<file path="src/rtl/timer_multi.sv">
// Multi-channel interrupt timer: N_CH down-counters sharing one prescaler, each stopped,
// one-shot or periodic, raising a sticky irq per channel with overrun tracking.
module timer_multi #(
  parameter int N_CH  = 4,
  parameter int CHW   = 2,
  parameter int W     = 8,
  parameter int PRESC = 4
) (
  input  logic            clk,
  input  logic            reset,
  input  logic            cfg_we,
  input  logic [CHW-1:0]  cfg_ch,
  input  logic [1:0]      cfg_mode,
  input  logic [W-1:0]    cfg_data,
  input  logic [N_CH-1:0] int_ack,
  output logic [N_CH-1:0] irq,
  output logic            irq_any,
  output logic [N_CH-1:0] ovf,
  output logic [N_CH-1:0] busy
);

  localparam int PW = (PRESC > 1) ? $clog2(PRESC) : 1;

  typedef enum logic {IDLE, RUN} state_e;

  logic [PW-1:0]   presc_cnt_q, presc_cnt_d;
  logic            tick;
  state_e          state_q    [N_CH];
  state_e          state_d    [N_CH];
  logic [W-1:0]    count_q    [N_CH];
  logic [W-1:0]    count_d    [N_CH];
  logic [W-1:0]    reload_q   [N_CH];
  logic [W-1:0]    reload_d   [N_CH];
  logic [N_CH-1:0] periodic_q, periodic_d;
  logic [N_CH-1:0] irq_q, irq_d;
  logic [N_CH-1:0] ovf_q, ovf_d;
  logic [N_CH-1:0] expire;

  // With PRESC=1 the counter is stuck at 0, which equals PRESC-1, so tick is constant.
  always_comb begin
    tick        = (presc_cnt_q == PW'(PRESC - 1));
    presc_cnt_d = tick ? '0 : presc_cnt_q + 1'b1;
  end

  // Next-state logic. A write to the addressed channel takes priority over a tick.
  always_comb begin
    // NOTE: every output of a combinational block gets a default first so no path infers a latch.
    state_d    = state_q;
    count_d    = count_q;
    reload_d   = reload_q;
    periodic_d = periodic_q;
    expire     = '0;
    for (int i = 0; i < N_CH; i++) begin
      if (cfg_we && cfg_ch == CHW'(i)) begin
        if ((cfg_mode == 2'b01 || cfg_mode == 2'b10) && cfg_data != '0) begin
          state_d[i]    = RUN;
          count_d[i]    = cfg_data;
          reload_d[i]   = cfg_data;
          periodic_d[i] = cfg_mode[1];
        end else begin
          state_d[i] = IDLE;
          count_d[i] = '0;
        end
      end else if (state_q[i] == RUN && tick) begin
        if (count_q[i] == W'(1)) begin
          expire[i] = 1'b1;
          if (periodic_q[i]) begin
            count_d[i] = reload_q[i];
          end else begin
            state_d[i] = IDLE;
            count_d[i] = '0;
          end
        end else begin
          count_d[i] = count_q[i] - 1'b1;
        end
      end
    end
  end

  // Expiry beats acknowledge; an expiry onto an unacknowledged irq is an overrun.
  always_comb begin
    irq_d = irq_q;
    ovf_d = ovf_q;
    for (int i = 0; i < N_CH; i++) begin
      if (expire[i]) begin
        irq_d[i] = 1'b1;
        if (irq_q[i] && !int_ack[i]) ovf_d[i] = 1'b1;
      end else if (int_ack[i]) begin
        irq_d[i] = 1'b0;
        ovf_d[i] = 1'b0;
      end
    end
  end

  // NOTE: every storage element is reset here, so a reset mid-count leaves no stale count or reload.
  always_ff @(posedge clk or negedge reset) begin
    if (!reset) begin
      presc_cnt_q <= '0;
      periodic_q  <= '0;
      irq_q       <= '0;
      ovf_q       <= '0;
      for (int i = 0; i < N_CH; i++) begin
        state_q[i]  <= IDLE;
        count_q[i]  <= '0;
        reload_q[i] <= '0;
      end
    end else begin
      // NOTE: non-blocking assignments so every flop samples pre-edge values.
      presc_cnt_q <= presc_cnt_d;
      periodic_q  <= periodic_d;
      irq_q       <= irq_d;
      ovf_q       <= ovf_d;
      for (int i = 0; i < N_CH; i++) begin
        state_q[i]  <= state_d[i];
        count_q[i]  <= count_d[i];
        reload_q[i] <= reload_d[i];
      end
    end
  end

  always_comb begin
    busy = '0;
    for (int i = 0; i < N_CH; i++) begin
      busy[i] = (state_q[i] == RUN);
    end
  end

  assign irq     = irq_q;
  assign ovf     = ovf_q;
  assign irq_any = |irq_q;

endmodule

</file>
<file path="config.mk">
export PLATFORM = sky130hd
export DESIGN_NAME = timer_multi
export DESIGN_NICKNAME = d
export VERILOG_FILES = /design/src/rtl/timer_multi.sv
export SDC_FILE = /design/constraint.sdc
export NUM_CORES = 1
export LEC_CHECK = 0
export CAP_MARGIN = 20
export CORE_MARGIN = 2
export CORE_UTILIZATION = 53
export CTS_CLUSTER_SIZE = 20
export DETAILED_ROUTE_END_ITERATION = 8
export HOLD_SLACK_MARGIN = 0.15
export PLACE_DENSITY = 0.75
export SLEW_MARGIN = 20
export SYNTH_ARGS = -nofsm -noshare
export SYNTH_HDL_FRONTEND = slang
export SYNTH_SLANG_ARGS = --single-unit
</file>
<file path="constraint.sdc">
create_clock -name clk -period 1.9 [get_ports clk]
set_clock_uncertainty 0.15 [all_clocks]
set_input_delay 0.38 -clock clk [delete_from_list [all_inputs] [get_ports clk]]
set_output_delay 0.38 -clock clk [all_outputs]
set_load 0.05 [all_outputs]
</file>
==> metrics.md, run 1 <==
| Metric | Value |
|---|---|
| CP endpoint kind | `flop` |
| Synth Instances | `486` |
| Violated checks | `negative setup slack` |
| First-iteration detailed-routing DRC count | `about 320` |
| Top cells by count, synth | `dfrtp_1 (82), nand2_1 (75), o21ai_0 (49)` |
| Fin. Hold Viols | `0` |
| Worst-Skew Late Latency | `approximately 0.37 ns` |
| Core footprint | `roughly 0.0083 mm²` |
| Area of the multi-input gates | `0.00257 mm²` |
| Yosys warns | `0` |
| Drt pass-1 iters | `5` |
| EDFF count, synth | `0` |
| Hold Crit Class | `flop to flop` |
| Die W | `between 90 and 100 µm` |
| Clk slew on worst S/H paths | `around 0.08 ns` |
| Count leader, synth | `dfrtp_1` |
| Total power | `approximately 0.0073 W` |
| Post-synth top flop | `dfrtp_1` |
| Core Util, Final | `75.5%` |
| Max-cap violations | `0` |
| Final setup vio count | `4` |
| Placement Rows | `33` |
| Post-route cell area | `0.00623 mm²` |
| Number of nets with antenna violations after routing | `0` |
| Vias | `around 4500` |
| Synth top area cells | `dfrtp_1 (45%), nand2_1 (6.2%), o21ai_0 (5.4%)` |
| Synth cell types | `63` |
| Pre-CTS setup slack | `-0.486 ns` |
| Worst R2R Start | `count_q[25]` |
| Dpl cell area | `~0.0057 mm²` |
| Die Area | `0.00936 mm²` |
| N_diodes | `0` |
| Pin count of the biggest net entering global routing | `35` |
| DP Wirelength | `between 9 and 10 mm` |
| Synth Net Count | `514` |
| TritonCTS clock tree | `done` |
| Layout area overhead | `36.8%` |
| Fmax | `around 0.52 GHz` |
| Relative slew margins | `between 70% and 80%` |
| Drt total wl | `13.9 mm` |
| Final worst slack | `-0.0203 ns` |
| Vias in the first global route | `4375` |
| CTS max path bufs | `2` |
| Cell area after synthesis | `between 0.004 and 0.005 mm²` |
| Io pins | `32` |
| Post-Syn Area per Cell | `~9.4 µm²` |
| Fin crit share | `101%` |
| Setup crit start | `count_q[25]` |
| Sequential Area | `0.00205 mm²` |
| Area leader, netlist | `dfrtp_1` |
| # DRC | `0` |
| Grt ovf | `0` |
| Leakage | `2.77 nW` |
| Num CTS Buffers | `9` |
| Initial antenna violation count | `0` |
| Asr flop ratio synth | `between 90% and 100%` |
| Power Density | `approximately 1200 mW/mm²` |
| Worst Tran Pin Value | `0.418 ns` |
| Final max-slew violation count | `0` |
| Crit path launch type | `flop` |
| Sink Count | `82` |
| GPL Wtd Cong | `slightly below 1` |
| Hold slack | `~0.28 ns` |
| H-tree depth | `3` |
| Hold_sp | `presc_cnt_q[0]` |
| Worst Path Arrival | `2.01 ns` |
| CTS root buffer | `clkbuf_8` |
| Min Tclk post-route | `~1.9 ns` |
| Routed len/inst | `between 15 and 20 µm` |
| Starting Density | `55.2%` |
| Nets | `647` |
| Peak VDD IR | `a little over 700 µV` |
| Kind of critical path | `flop to flop` |
| Share of the synthesized area in the top cell type | `a little under half` |
| Number of fill cells | `581` |
| Die height | `about 97 µm` |
| Vias per inst | `between 6 and 7` |
| Post-synthesis register bit count | `about 80` |
| Layout cells sized above 1 | `between 30% and 40%` |
| Run status | `complete, but fails checks` |
| First-pass GRT wire length | `~22 mm` |
| Port buffer count | `31` |
| GRT Util Overall | `29.2%` |
| Max FO, Critical Path | `3` |
| RSZ-0062 raised after global routing | `yes` |
| Worst path required time | `1.99 ns` |
| Sequential area share after synthesis | `between 40 and 50%` |
[placed cells by master (no fill, tap or decap), types with 8 or more instances in the layout]
cell / synthesis / final
nand2_1: 75 / 74
nand3_1: 23 / 21
nor3_1: 9 / 9
o22ai_1: 13 / 13
clkbuf_8: 0 / 9
buf_6: 1 / 8
nor2_1: 19 / 17
a21oi_1: 22 / 20
buf_4: 1 / 118
a31oi_1: 16 / 15
o21ai_0: 49 / 44
inv_1: 18 / 13
clkdlybuf4s50_1: 0 / 10
dfrtp_1: 82 / 80
[path summary, 6_finish.rpt]
check	endpoint	slack [ns]	cells past startpoint
min in group asynchronous	count_q[14]	0.34	2
hold reg to reg	presc_cnt_q[0]	0.28	1
hold / removal	presc_cnt_q[0]	0.28	1
max in group asynchronous	count_q[18]	0.71	3
setup reg to reg	count_q[27]	-0.02	6
setup / recovery	count_q[27]	-0.02	6
[final cells by class]
type,instances,share of cell area (%)
Sequential cell,82,33.0
Inverter,18,1.08
Timing Repair Buffer,147,19.6
Tap cell,105,2.11
Clock inverter,6,1.08
Clock buffer,9,1.99
Multi-Input combinational cell,361,41.2
[metal layers]
| metal | up-vias | share of wire (%) | GRT usage (%) |
|---|---|---|---|
| li1 | 2084 | - | - |
| met1 | 2175 | 44 | 40.4 |
| met2 | 168 | 47 | 45.8 |
| met3 | 31 | 6.4 | 4.91 |
| met4 | 0 | 2.7 | 12.2 |
| met5 | - | 0 | 0 |
[cells by family (layout without fill, tap and decap cells)]
logic type,count (synthesis),after routing,synth area share (%)
buf+inv,43,180,4.01
xor+xnor,9,9,2.14
fa+ha+maj,9,9,2.47
compound gates,157,157,23.2
mux,11,11,2.80
simple gates,175,175,20.4
flops,82,82,45.0
[metrics by stage]
stage	setup TNS [ns]	cells
finish	-0.0296	728
global route	-0.706	728
CTS	-0.00728	719
detailed placement	-24.99	703
global placement	-22.90	703
floorplan	-0.0334	486
[state kept, by name, indices dropped and copies added (netlist names)]
| signal | count |
|---|---|
| presc_cnt_q | 2 |
| periodic_q | 4 |
| ovf | 4 |
| count_q | 32 |
| irq | 4 |
| reload_q | 32 |
| busy | 4 |
[critical path, stage by stage (launching register included)]
cell and delay [ns]:
dfrtp_1 0.40, inv_2 0.08, ha_4 0.12, or4b_4 0.51
nor2_4 0.15, nor3_1 0.07, a311o_1 0.31
[report_power, final]
part | leakage [nW] | switching, W | internal, W
clock network | 0.0917 | 0.000678 | 0.000604
registers | 1.03 | 0.000509 | 0.00220
logic | 1.65 | 0.00168 | 0.00167
total | 2.77 | 0.00287 | 0.00447
[what timing repair did]
| item | 4_1_cts | 5_1_grt |
|---|---|---|
| endpoints found under the hold margin | 32 | 0 |
| buffers inserted | 0 | 9 |
| hold buffers | 1 | 0 |
| resized for setup | 15 | 55 |
| endpoints found under the setup margin | 40 | 52 |
| pin swaps | 4 | 19 |
No activity file was read; power rests on OpenSTA's default activity.
==> run 2: changes to the inputs <==
--- a/config.mk
+++ b/config.mk
@@ -11,7 +11,8 @@
 export CTS_CLUSTER_SIZE = 20
 export DETAILED_ROUTE_END_ITERATION = 8
 export HOLD_SLACK_MARGIN = 0.15
-export PLACE_DENSITY = 0.75
+export PLACE_DENSITY = 0.84
+export RECOVER_POWER = 50
 export SLEW_MARGIN = 20
 export SYNTH_ARGS = -nofsm -noshare
 export SYNTH_HDL_FRONTEND = slang
==> constraint.sdc (replaced) <==
create_clock -name clk -period 1.75 [get_ports clk]
set_clock_uncertainty 0.15 [all_clocks]
set_input_delay 0.35 -clock clk [delete_from_list [all_inputs] [get_ports clk]]
set_output_delay 0.35 -clock clk [all_outputs]
set_load 0.05 [all_outputs]
==> metrics.md, run 2 (same netlist as run 1, synthesis figures left out) <==
| Metric | Value |
|---|---|
| Clk slew on worst S/H paths | `approximately 0.090 ns` |
| Power Density | `approximately 1400 mW/mm²` |
| Top Registers | `count_q x32, reload_q x32` |
| Relative slew margins | `between 50% and 60%` |
| Slowest stage cell, crit path | `or4b_4` |
| Initial antenna violation count | `0` |
| Seq pwr share | `between 30 and 40%` |
| First-iteration detailed-routing DRC count | `slightly above 800` |
| DP Wirelength | `~11 mm` |
| Routed len/inst | `between 20 and 30 µm` |
| GR met3 Demand/Resource | `roughly 4.5%` |
| Vias per inst | `7.29` |
| Violated checks | `negative setup slack` |
| Most common cell after layout, fill and taps aside | `buf_4` |
| Max FO, Critical Path | `3` |
| H-tree depth | `3` |
| Kind of critical path | `flop to flop` |
| GPL Wtd Cong | `around 0.96` |
| Critical-path cell list | `inv_2 -> ha_4 -> or4b_4 -> o21a_1 -> a311oi_2 -> o22ai_1` |
| Comb pwr share | `between 50% and 60%` |
| Max-cap violations | `0` |
| Fin crit share | `117%` |
| Worst Tran Pin Value | `between 0.6 and 0.7 ns` |
| Met1 usage | `between 40% and 50%` |
| Number of nets with antenna violations after routing | `0` |
| Starting Density | `between 50% and 60%` |
| Peak VDD IR | `814 µV` |
| Top Usage Layer GRT | `met2` |
| Die height | `between 90 and 100 µm` |
| Die W | `between 90 and 100 µm` |
| Buf/Inv on CP | `1` |
| Final setup vio count | `68` |
| Core Util, Final | `86.8%` |
| CP endpoint kind | `flop` |
| Io pins | `32` |
| Placement Rows | `33` |
| Leakage | `3.16 nW` |
| RSZ-0062 raised after global routing | `yes` |
| Crit-path max cell delay | `about 0.51 ns` |
| Fin. Hold Viols | `0` |
| Fmax | `0.489 GHz` |
| Post-route cell area | `0.00717 mm²` |
| Net Sw Frac | `42.6%` |
| Run status | `complete, but fails checks` |
| First-pass GRT wire length | `about 25 mm` |
| Met2 Usage GRT | `56.7%` |
| Drt total wl | `21.0 mm` |
| Worst-Skew Late Latency | `0.38 ns` |
| Vias | `around 5700` |
| CTS max path bufs | `2` |
| Dpl cell area | `between 0.006 and 0.007 mm²` |
| Drt pass-1 iters | `6` |
| CTS root buffer | `clkbuf_8` |
| GRT Util Overall | `33.8%` |
| Clk network pwr share | `around 15%` |
| Layout cells sized above 1 | `46.4%` |
| Final worst slack | `-0.293 ns` |
| P_int | `0.00565 W` |
| N_diodes | `0` |
| Grt ovf | `0` |
| Port buffer count | `31` |
| Vias in the first global route | `4960` |
| Crit-path leading delay family | `compound AO/OA/AOI/OAI gates` |
| Nets | `699` |
| Sink Count | `82` |
| Worst Path Arrival | `roughly 2.1 ns` |
| Final max-slew violation count | `0` |
| Sw power | `between 0.004 and 0.005 W` |
| Die Area | `about 0.0094 mm²` |
| Commonest non-fill, non-tap cells in the layout | `buf_4 (130), dfrtp_1 (80), nand2_1 (70)` |
| Crit path launch type | `flop` |
| Worst path required time | `between 1.5 and 2 ns` |
| Min Tclk post-route | `around 2 ns` |
| Hold Crit Class | `input port to flop` |
| # DRC | `0` |
| Core footprint | `0.00826 mm²` |
| Layout area overhead | `57.2%` |
| Pin count of the biggest net entering global routing | `34` |
| Num CTS Buffers | `9` |
| TritonCTS clock tree | `done` |
[run 2: what timing repair did]
action / CTS / global route
buffers inserted: 19 / 20
resized for setup: 71 / 102
hold buffers: 1 / 0
pin swaps: 26 / 50
hold endpoints to repair: 82 / 0
cloned: 1 / 3
setup endpoints to repair: 74 / 62
[run 2: worst reg2reg max path, delay by kind of cell (launching register included)]
kind | cells | cell delay (ns)
DFF | 1 | 0.41
and+or+nand+nor | 1 | 0.51
buffers and inverters | 1 | 0.10
adders and majority gates | 1 | 0.14
AOI/OAI and AO/OA | 3 | 0.60
[run 2: power by group through the flow]
stage	Clock (W)	Sequential (W)	Combinational, W
6_report	0.00152	0.00306	0.00528
5_1_grt	0.00156	0.00310	0.00550
4_1_cts	0.00146	0.00289	0.00405
3_5_place_dp	0	0.00290	0.00359
3_3_place_gp	0	0.00286	0.00345
2_1_floorplan	0	0.00291	0.00193
[run 2: final cells by class]
type                            count  area [µm²]
Multi-Input combinational cell    361        2890
Sequential cell                    82        2050
Timing Repair Buffer              199        1820
Fill cell                         321        1090
Clock buffer                       11         141
Tap cell                          105         131
Inverter                           18        70.1
Clock inverter                      5        62.6
[run 2: through the flow]
step | total power (W) | TNS, ns | hold slack (ns) | std cells | worst slack, ns
finish | 0.00986 | -6.68 | 0.241 | 781 | -0.293
global route | 0.0102 | -10.18 | 0.263 | 781 | -0.357
CTS | 0.00840 | -1.42 | 0.265 | 759 | -0.154
detailed placement | 0.00650 | -34.80 | 0.115 | 723 | -0.619
global placement | 0.00632 | -32.14 | 0.117 | 723 | -0.590
floorplan | 0.00484 | -1.31 | -0.0956 | 486 | -0.131
[run 2: path summary, 6_finish.rpt]
kind / start / endpoint / slack (ns) / depth (start not counted)
setup / recovery: count_q[1] / count_q[3] / -0.29 / 6
hold / removal: cfg_data[6] / reload_q[30] / 0.24 / 4
setup reg to reg: count_q[1] / count_q[3] / -0.29 / 6
hold reg to reg: presc_cnt_q[0] / presc_cnt_q[0] / 0.30 / 1
max in group asynchronous: reset / busy[2] / 0.16 / 3
min in group asynchronous: reset / reload_q[17] / 0.33 / 2
[run 2: per-layer routing]
metal,routed length [µm],vias up
met5,0,-
met4,2260,0
met3,2430,255
met2,9540,595
met1,6770,2663
li1,-,2180
==> run 3: changes to the inputs <==
--- a/config.mk
+++ b/config.mk
@@ -8,6 +8,7 @@
 export CAP_MARGIN = 20
 export CORE_MARGIN = 2
 export CORE_UTILIZATION = 53
+export CTS_CLUSTER_DIAMETER = 50
 export CTS_CLUSTER_SIZE = 20
 export DETAILED_ROUTE_END_ITERATION = 8
 export HOLD_SLACK_MARGIN = 0.15
==> results of run 3 <==
No change in the layout: final DEF, timing and power equal those of run 2.
